## src/rtl/vram_wb_arbiter.sv

```systemverilog
// Two-master round-robin arbiter in front of the VRAM CPU port.
// A grant is held for one transfer; a watchdog aborts a transfer that never gets an ack.
module vram_wb_arbiter #(
  parameter int AW      = 32,
  parameter int DW      = 32,
  parameter int TIMEOUT = 16
) (
  input  logic          clk,
  input  logic          rst,
  input  logic [AW-1:0] m0_adr_i,
  input  logic [DW-1:0] m0_dat_i,
  input  logic          m0_we_i,
  input  logic          m0_stb_i,
  output logic [DW-1:0] m0_dat_o,
  output logic          m0_ack_o,
  output logic          m0_err_o,
  input  logic [AW-1:0] m1_adr_i,
  input  logic [DW-1:0] m1_dat_i,
  input  logic          m1_we_i,
  input  logic          m1_stb_i,
  output logic [DW-1:0] m1_dat_o,
  output logic          m1_ack_o,
  output logic          m1_err_o,
  output logic [AW-1:0] s_adr_o,
  output logic [DW-1:0] s_dat_o,
  output logic          s_we_o,
  output logic          s_stb_o,
  input  logic [DW-1:0] s_dat_i,
  input  logic          s_ack_i,
  output logic [1:0]    gnt_o
);

  // Handshake: a master holds stb until it sees ack or err; ack completes the
  // transfer in the cycle it is high, dropping stb early abandons the transfer.
  typedef enum logic [1:0] {
    IDLE = 2'd0,
    OWN0 = 2'd1,
    OWN1 = 2'd2
  } state_t;

  localparam logic [7:0] WD_LAST = 8'(TIMEOUT - 1);

  state_t     state;
  logic       last;
  logic [7:0] wdog;
  logic       err0;
  logic       err1;
  logic       own_stb;

  assign own_stb = (state == OWN1) ? m1_stb_i : m0_stb_i;

  always_ff @(posedge clk or posedge rst) begin
    if (rst) begin
      state <= IDLE;
      last  <= 1'b1;
      wdog  <= 8'd0;
      err0  <= 1'b0;
      err1  <= 1'b0;
    end else begin
      err0 <= 1'b0;
      err1 <= 1'b0;
      case (state)
        IDLE: begin
          wdog <= 8'd0;
          // On a tie the master that was not served last wins.
          if (m0_stb_i && (!m1_stb_i || last)) state <= OWN0;
          else if (m1_stb_i)                   state <= OWN1;
        end
        OWN0, OWN1: begin
          if (own_stb && s_ack_i) begin
            state <= IDLE;
            last  <= (state == OWN1);
            wdog  <= 8'd0;
          end else if (!own_stb) begin
            state <= IDLE;
            last  <= (state == OWN1);
            wdog  <= 8'd0;
          end else if (wdog == WD_LAST) begin
            state <= IDLE;
            last  <= (state == OWN1);
            wdog  <= 8'd0;
            err0  <= (state == OWN0);
            err1  <= (state == OWN1);
          end else if (wdog != 8'hFF) begin
            wdog <= wdog + 8'd1;
          end
        end
        default: state <= IDLE;
      endcase
    end
  end

  always_comb begin
    s_adr_o  = '0;
    s_dat_o  = '0;
    s_we_o   = 1'b0;
    s_stb_o  = 1'b0;
    m0_dat_o = '0;
    m0_ack_o = 1'b0;
    m1_dat_o = '0;
    m1_ack_o = 1'b0;
    case (state)
      OWN0: begin
        s_adr_o  = m0_adr_i;
        s_dat_o  = m0_dat_i;
        s_we_o   = m0_we_i;
        s_stb_o  = m0_stb_i;
        m0_dat_o = s_dat_i;
        m0_ack_o = s_ack_i;
      end
      OWN1: begin
        s_adr_o  = m1_adr_i;
        s_dat_o  = m1_dat_i;
        s_we_o   = m1_we_i;
        s_stb_o  = m1_stb_i;
        m1_dat_o = s_dat_i;
        m1_ack_o = s_ack_i;
      end
      default: ;
    endcase
  end

  assign m0_err_o = err0;
  assign m1_err_o = err1;
  assign gnt_o    = {state == OWN1, state == OWN0};

endmodule

```

## config.mk

```make
export PLATFORM = sky130hd
export DESIGN_NAME = vram_wb_arbiter
export DESIGN_NICKNAME = d
export VERILOG_FILES = /design/src/rtl/vram_wb_arbiter.sv
export SDC_FILE = /design/constraint.sdc
export NUM_CORES = 1
export LEC_CHECK = 0
export ABC_CLOCK_PERIOD_IN_PS = 2900
export CAP_MARGIN = 10
export CORE_AREA = 2 2 119 121
export DETAILED_ROUTE_END_ITERATION = 12
export DIE_AREA = 0 0 121 123
export PLACE_DENSITY = 0.57
export SLEW_MARGIN = 20
export SYNTH_ARGS = -nofsm -noshare
export SYNTH_HDL_FRONTEND = slang
export SYNTH_SLANG_ARGS = --single-unit
export TNS_END_PERCENT = 30
```

## constraint.sdc

```tcl
create_clock -name clk -period 2.9 [get_ports clk]
set_clock_uncertainty 0.1 [all_clocks]
set_input_delay 0.58 -clock clk [delete_from_list [all_inputs] [get_ports clk]]
set_output_delay 0.58 -clock clk [all_outputs]
set_load 0.01 [all_outputs]
```

# Yosys cells after proc, flatten, opt, wreduce, memory -nomap -nowiden
# Cells that the tools add are included.
# W data, S select, Z words.
[totals] ff_bits=13 input_bits=167
[op_classes] add_sub_neg=1 n_eq_ne=8 n_mux=31 reduce_logical=10
[ops] cell="$pmux W32 S2" n=2
[ops] cell="$mux W32" n=2
[ops] cell="$mux W8" n=4
[ops] cell="$pmux W8 S2" n=1
[ops] cell="$mux W1" n=14
[ops] cell="$mux W2" n=5
[ops] cell="$add A8 B1 Y8 const B" n=1
[ops] cell="$eq A8 B4 Y1 const B" n=1
[ops] cell="$ne A8 B8 Y1 const B" n=1
[ops] cell="$reduce_and A2 Y1" n=3
[ops] cell="$ne A5 B5 Y1 const B" n=1
[ops] cell="$ne A4 B4 Y1 const B" n=1
[ops] cell="$pmux W1 S2" n=2
[ops] cell="$pmux W2 S2" n=1
[ops] cell="$ne A3 B1 Y1 const B" n=1
[ops] cell="$ne A3 B3 Y1 const B" n=1
[ops] cell="$eq A2 B1 Y1 const B" n=1
[ops] cell="$eq A2 B2 Y1 const B" n=1
[ops] cell="$logic_and A1 B1 Y1" n=2
[ops] cell="$logic_not A2 Y1" n=1
[ops] cell="$reduce_bool A2 Y1" n=1
[ops] cell="$reduce_or A2 Y1" n=1
[ops] cell="$logic_not A1 Y1" n=1
[ops] cell="$logic_or A1 B1 Y1" n=1

# Depth between registers and ports, before layout
[depth] depth_word=6 ltp_mapped=8

# Worst setup path before layout
# Ideal clock, no wire load.
[synth_path] kind="register to output" start="register state[0]" end="output port s_adr_o[11]" arrival_time_ns=1.652 path_slack_ns=0.568 path_stages_with_launch=8 n_path_buf=3 cell_sequence="dfrtp_1 inv_1 ha_1 buf_6 and2_1 buf_2 buf_1 a22o_1"
[synth_via] elab_chain_cells=2 elab_cells_between_ends=3
[synth_rtl] item="from (decl)" line_no="43" source="state_t state;"
[synth_rtl] item="from (signal assigned)" line_no="54" source="state <= IDLE;"
[synth_rtl] item="from (signal assigned)" line_no="66" source="if (m0_stb_i && (!m1_stb_i || last)) state <= OWN0;"
[synth_rtl] item="from (signal assigned)" line_no="67" source="else if (m1_stb_i) state <= OWN1;"
[synth_rtl] item="$eq A2 B2 Y1"
[synth_rtl] item="net gnt_o[1]" line_no="30" source="output logic [1:0] gnt_o"
[synth_rtl] item="$pmux W32 S2" line_no="102" source="case (state)"
[synth_rtl] item="to (decl)" line_no="24" source="output logic [AW-1:0] s_adr_o,"
# The timed path passes the listed nets, and every way through them passes these cells.

# Final worst setup path
[layout_path] start="register state[0]" end="output port s_dat_o[15]"
[layout_via] elab_chain_cells=2 elab_cells_between_ends=3
[layout_rtl] item="$eq A2 B2 Y1 / $eq A2 B1 Y1 (equally long branches)" line_no="102"
[layout_rtl] item="$pmux W32 S2 (*)" line_no="102"
[layout_rtl] item="to (decl)" line_no="25" source="output logic [DW-1:0] s_dat_o,"
# Mark *: on every way between the ends. The rest lies on a longest branch, timed or not.

==> results.cfg <==
[status]
status = complete, no violations

[finish]
final_nets = 700
drive_gt1_frac = 0.04545
syn_to_final_growth_pct = 176.3
antennaDiodeCount = 0
instances_no_fill = 708

[cts]
htree_levels = 1
insertion_delay_ps = 250
cts_setup_buffers = 0
cts_root_buffer = clkbuf_16
clock_path_buffers = 2
path_clk_slew_ps = 40
cts_tree = yes
postCtsHoldBufs = 0
cts.sinks = 13
cts_made_buffers = 3

[pwr]
netSwitchingPower_w = 0.001403
leakagePower_nw = 2.235
internal_power_w = 0.002122
share_seq_of_total_power = 0.067
peakVddDrop_mv = 0.2456
p_comb_frac = 0.857
powerDensity_nw_per_um2 = 665.1
total_power_w = 0.003525
p_sw_frac = 0.3981
p_clk_frac = 0.075

[placed_design]
numPortBuffers = 302
post-place-ws_ps = 257.6
hpwlAfterDp_um = 10060
globalplace.congestion = 0.8027
dp.cells = 702

[sta]
fin_crit_ps = 2832
relSlewSlack = 0.6360
finalHoldViolCount = 0
max_freq_mhz = 353.1
timing.final.max_slew_violations = 0
setup_violations = 0
worstMarginPinSlew_ps = 544.9
timing.final.crit_share = 0.9765
setup_ws_ps = 68.10

[critical_path]
cp-end-kind = output port
cp.arrival_ps = 2150
worstPathMaxFanout = 27
slowest_delay_ps = 490
slowest_stage = clkdlybuf4s50_1
start_kind = register
crit_chain = inv_1 > ha_1 > and2_4 > clkbuf_16 > a22o_1 > clkdlybuf4s50_1
crit_required_ps = 2220
path_class = register to output port

[floorplan]
placementRows = 43
die_h_um = 123
die_area_um2 = 14880
ioPinCount = 303
start_util = 0.1409
core_area_um2 = 13610
dieWidth_um = 121

[route]
routed_wirelength_um = 12270
routed.top_layer = met4
vias = 3075
routedWlPerCell_um = 17.33
drc = 0
vias_per_cell = 4.343
dr_wl_met2_um = 6013
wl_met3_um = 1328
antenna_left = 0
firstDrtPassIters = 4
drtIter0Drc = 121
met1_length_um = 4666

[synth]
ys_async_sr_fraction = 1.000
ys.flop_type = dfrtp_1
syn_inst = 237
synth_area_um2 = 1918
synthesis.nets = 408
syn_area_per_cell_um2 = 8.093
seq_area_frac_synth = 0.1703
synth_edf_count = 0
synth_seq_cells = 13
yosys_warnings = 0
yosysUniqueCellTypes = 40

[worst_hold_path]
hp-class = register to register

[grt]
grt-ovfl-total = 0
antenna_found_initial = 0
grt_usage = 0.1418
grt_max_degree = 55
grt_pass1_wl_um = 16410
grt_pass1_vias = 2934

[run]
cap_violations = 0
layout by cell type (no fill, tap or decap), drive strengths merged, types with 2 or more instances in the layout:
cell type,netlist,layout
ha,4,4
inv,4,4
nor3,4,4
nor2,4,4
o21ai,2,2
o22ai,2,2
dlygate4sd2,0,2
buf,14,7
a211o,2,2
a21oi,4,4
a21o,2,2
a221o,2,2
and3,6,6
clkdlybuf4s50,0,290
nand3,6,6
nand2,7,7
o21a,2,2
dlymetal6s2s,0,10
a22o,65,65
dfrtp,12,12
and2,69,69
nor4,3,3
clkbuf,10,6
layout make-up:
type / instances / area [um^2]
fillers: 1356 / 8312
clock buffers: 4 / 78.83
repair buffers: 311 / 3189
multi-input cells: 196 / 1465
well taps: 180 / 225.2
inverters: 4 / 15.01
flip-flops and latches: 13 / 326.6
sequential cells by signal (all words and copies together) (netlist names):
name,flops
m0_err_o,1
state,2
m1_err_o,1
wdog,8
last,1
cell usage after synthesis (2+ instances only):
master | number | area (um^2)
a211o_1 | 2 | 17.52
a21o_1 | 2 | 15.01
a21oi_1 | 4 | 20.02
a221o_1 | 2 | 20.02
a22o_1 | 65 | 569.3
and2_1 | 68 | 425.4
and3_1 | 5 | 31.28
buf_1 | 5 | 18.77
buf_2 | 6 | 30.03
buf_6 | 2 | 22.52
clkbuf_1 | 10 | 37.54
dfrtp_1 | 12 | 300.3
ha_1 | 4 | 50.05
inv_1 | 4 | 15.01
nand2_1 | 7 | 26.28
nand3_1 | 6 | 30.03
nor2_1 | 3 | 11.26
nor3_1 | 4 | 20.02
nor4_1 | 3 | 18.77
o21a_1 | 2 | 15.01
o21ai_1 | 2 | 10.01
worst paths after layout:
| check | depth (start not counted) | startpoint | endpoint | slack [ps] |
|---|---|---|---|---|
| setup / recovery | 6 | state[0] | s_dat_o[15] | 70 |
| hold reg to reg | 1 | wdog[1] | wdog[1] | 440 |
| setup reg to reg | 7 | state[0] | wdog[7] | 430 |
| hold / removal | 1 | wdog[1] | wdog[1] | 440 |
| min in group asynchronous | 2 | rst | wdog[6] | 570 |
| max in group asynchronous | 2 | rst | last | 1770 |
through the flow:
step	area, um^2	hold slack, ps	util	setup TNS [ps]
final	5300	444.9	0.3894	0
after global routing	5300	475.2	0.3894	-62.94
after CTS	5219	448.9	0.3834	0
after detailed placement	5142	439.0	0.3778	0
after global placement	5142	423.0	0.3778	0
after floorplan	1918	356.2	-	0
power groups by stage:
| stage | Sequential (W) | Clock, W | Combinational, W |
|---|---|---|---|
| 6_report | 0.000237 | 0.000265 | 0.00302 |
| 5_1_grt | 0.000240 | 0.000276 | 0.00323 |
| 4_1_cts | 0.000236 | 0.000269 | 0.00296 |
| 3_5_place_dp | 0.000239 | 0 | 0.00296 |
| 3_3_place_gp | 0.000237 | 0 | 0.00296 |
| 2_1_floorplan | 0.000232 | 0 | 0.00132 |
metal layers:
layer / vias up / track usage
li1: 1465 / -
met1: 1391 / 0.1660
met2: 198 / 0.2479
met3: 21 / 0.04843
met4: 0 / 0.03634
met5: - / 0
worst max-delay path: cells and delay by family (launching register included):
kind | cells | cell delay (ps)
DFF | 1 | 350
adders and majority gates | 1 | 330
AOI/OAI and AO/OA | 1 | 240
buffers and inverters | 3 | 770
and+or+nand+nor | 1 | 200
what timing repair did:
item / in CTS / in global routing
setup endpoints to repair: 2 / 61
gates resized for setup: 2 / 13
cloned: 0 / 2
cells by family (layout without fill, tap and decap cells):
logic type               Yosys count  in the layout  synth area share
multiplexers                       2              2           0.01957
AND/OR/NAND/NOR                  104            104            0.3275
buffers and inverters             28            319           0.06850
adder cells (fa/ha/maj)            4              4           0.02609
AO/OA/AOI/OAI                     86             86            0.3881
flip-flops                        13             13            0.1703
Power figures use the tool's default switching activity.
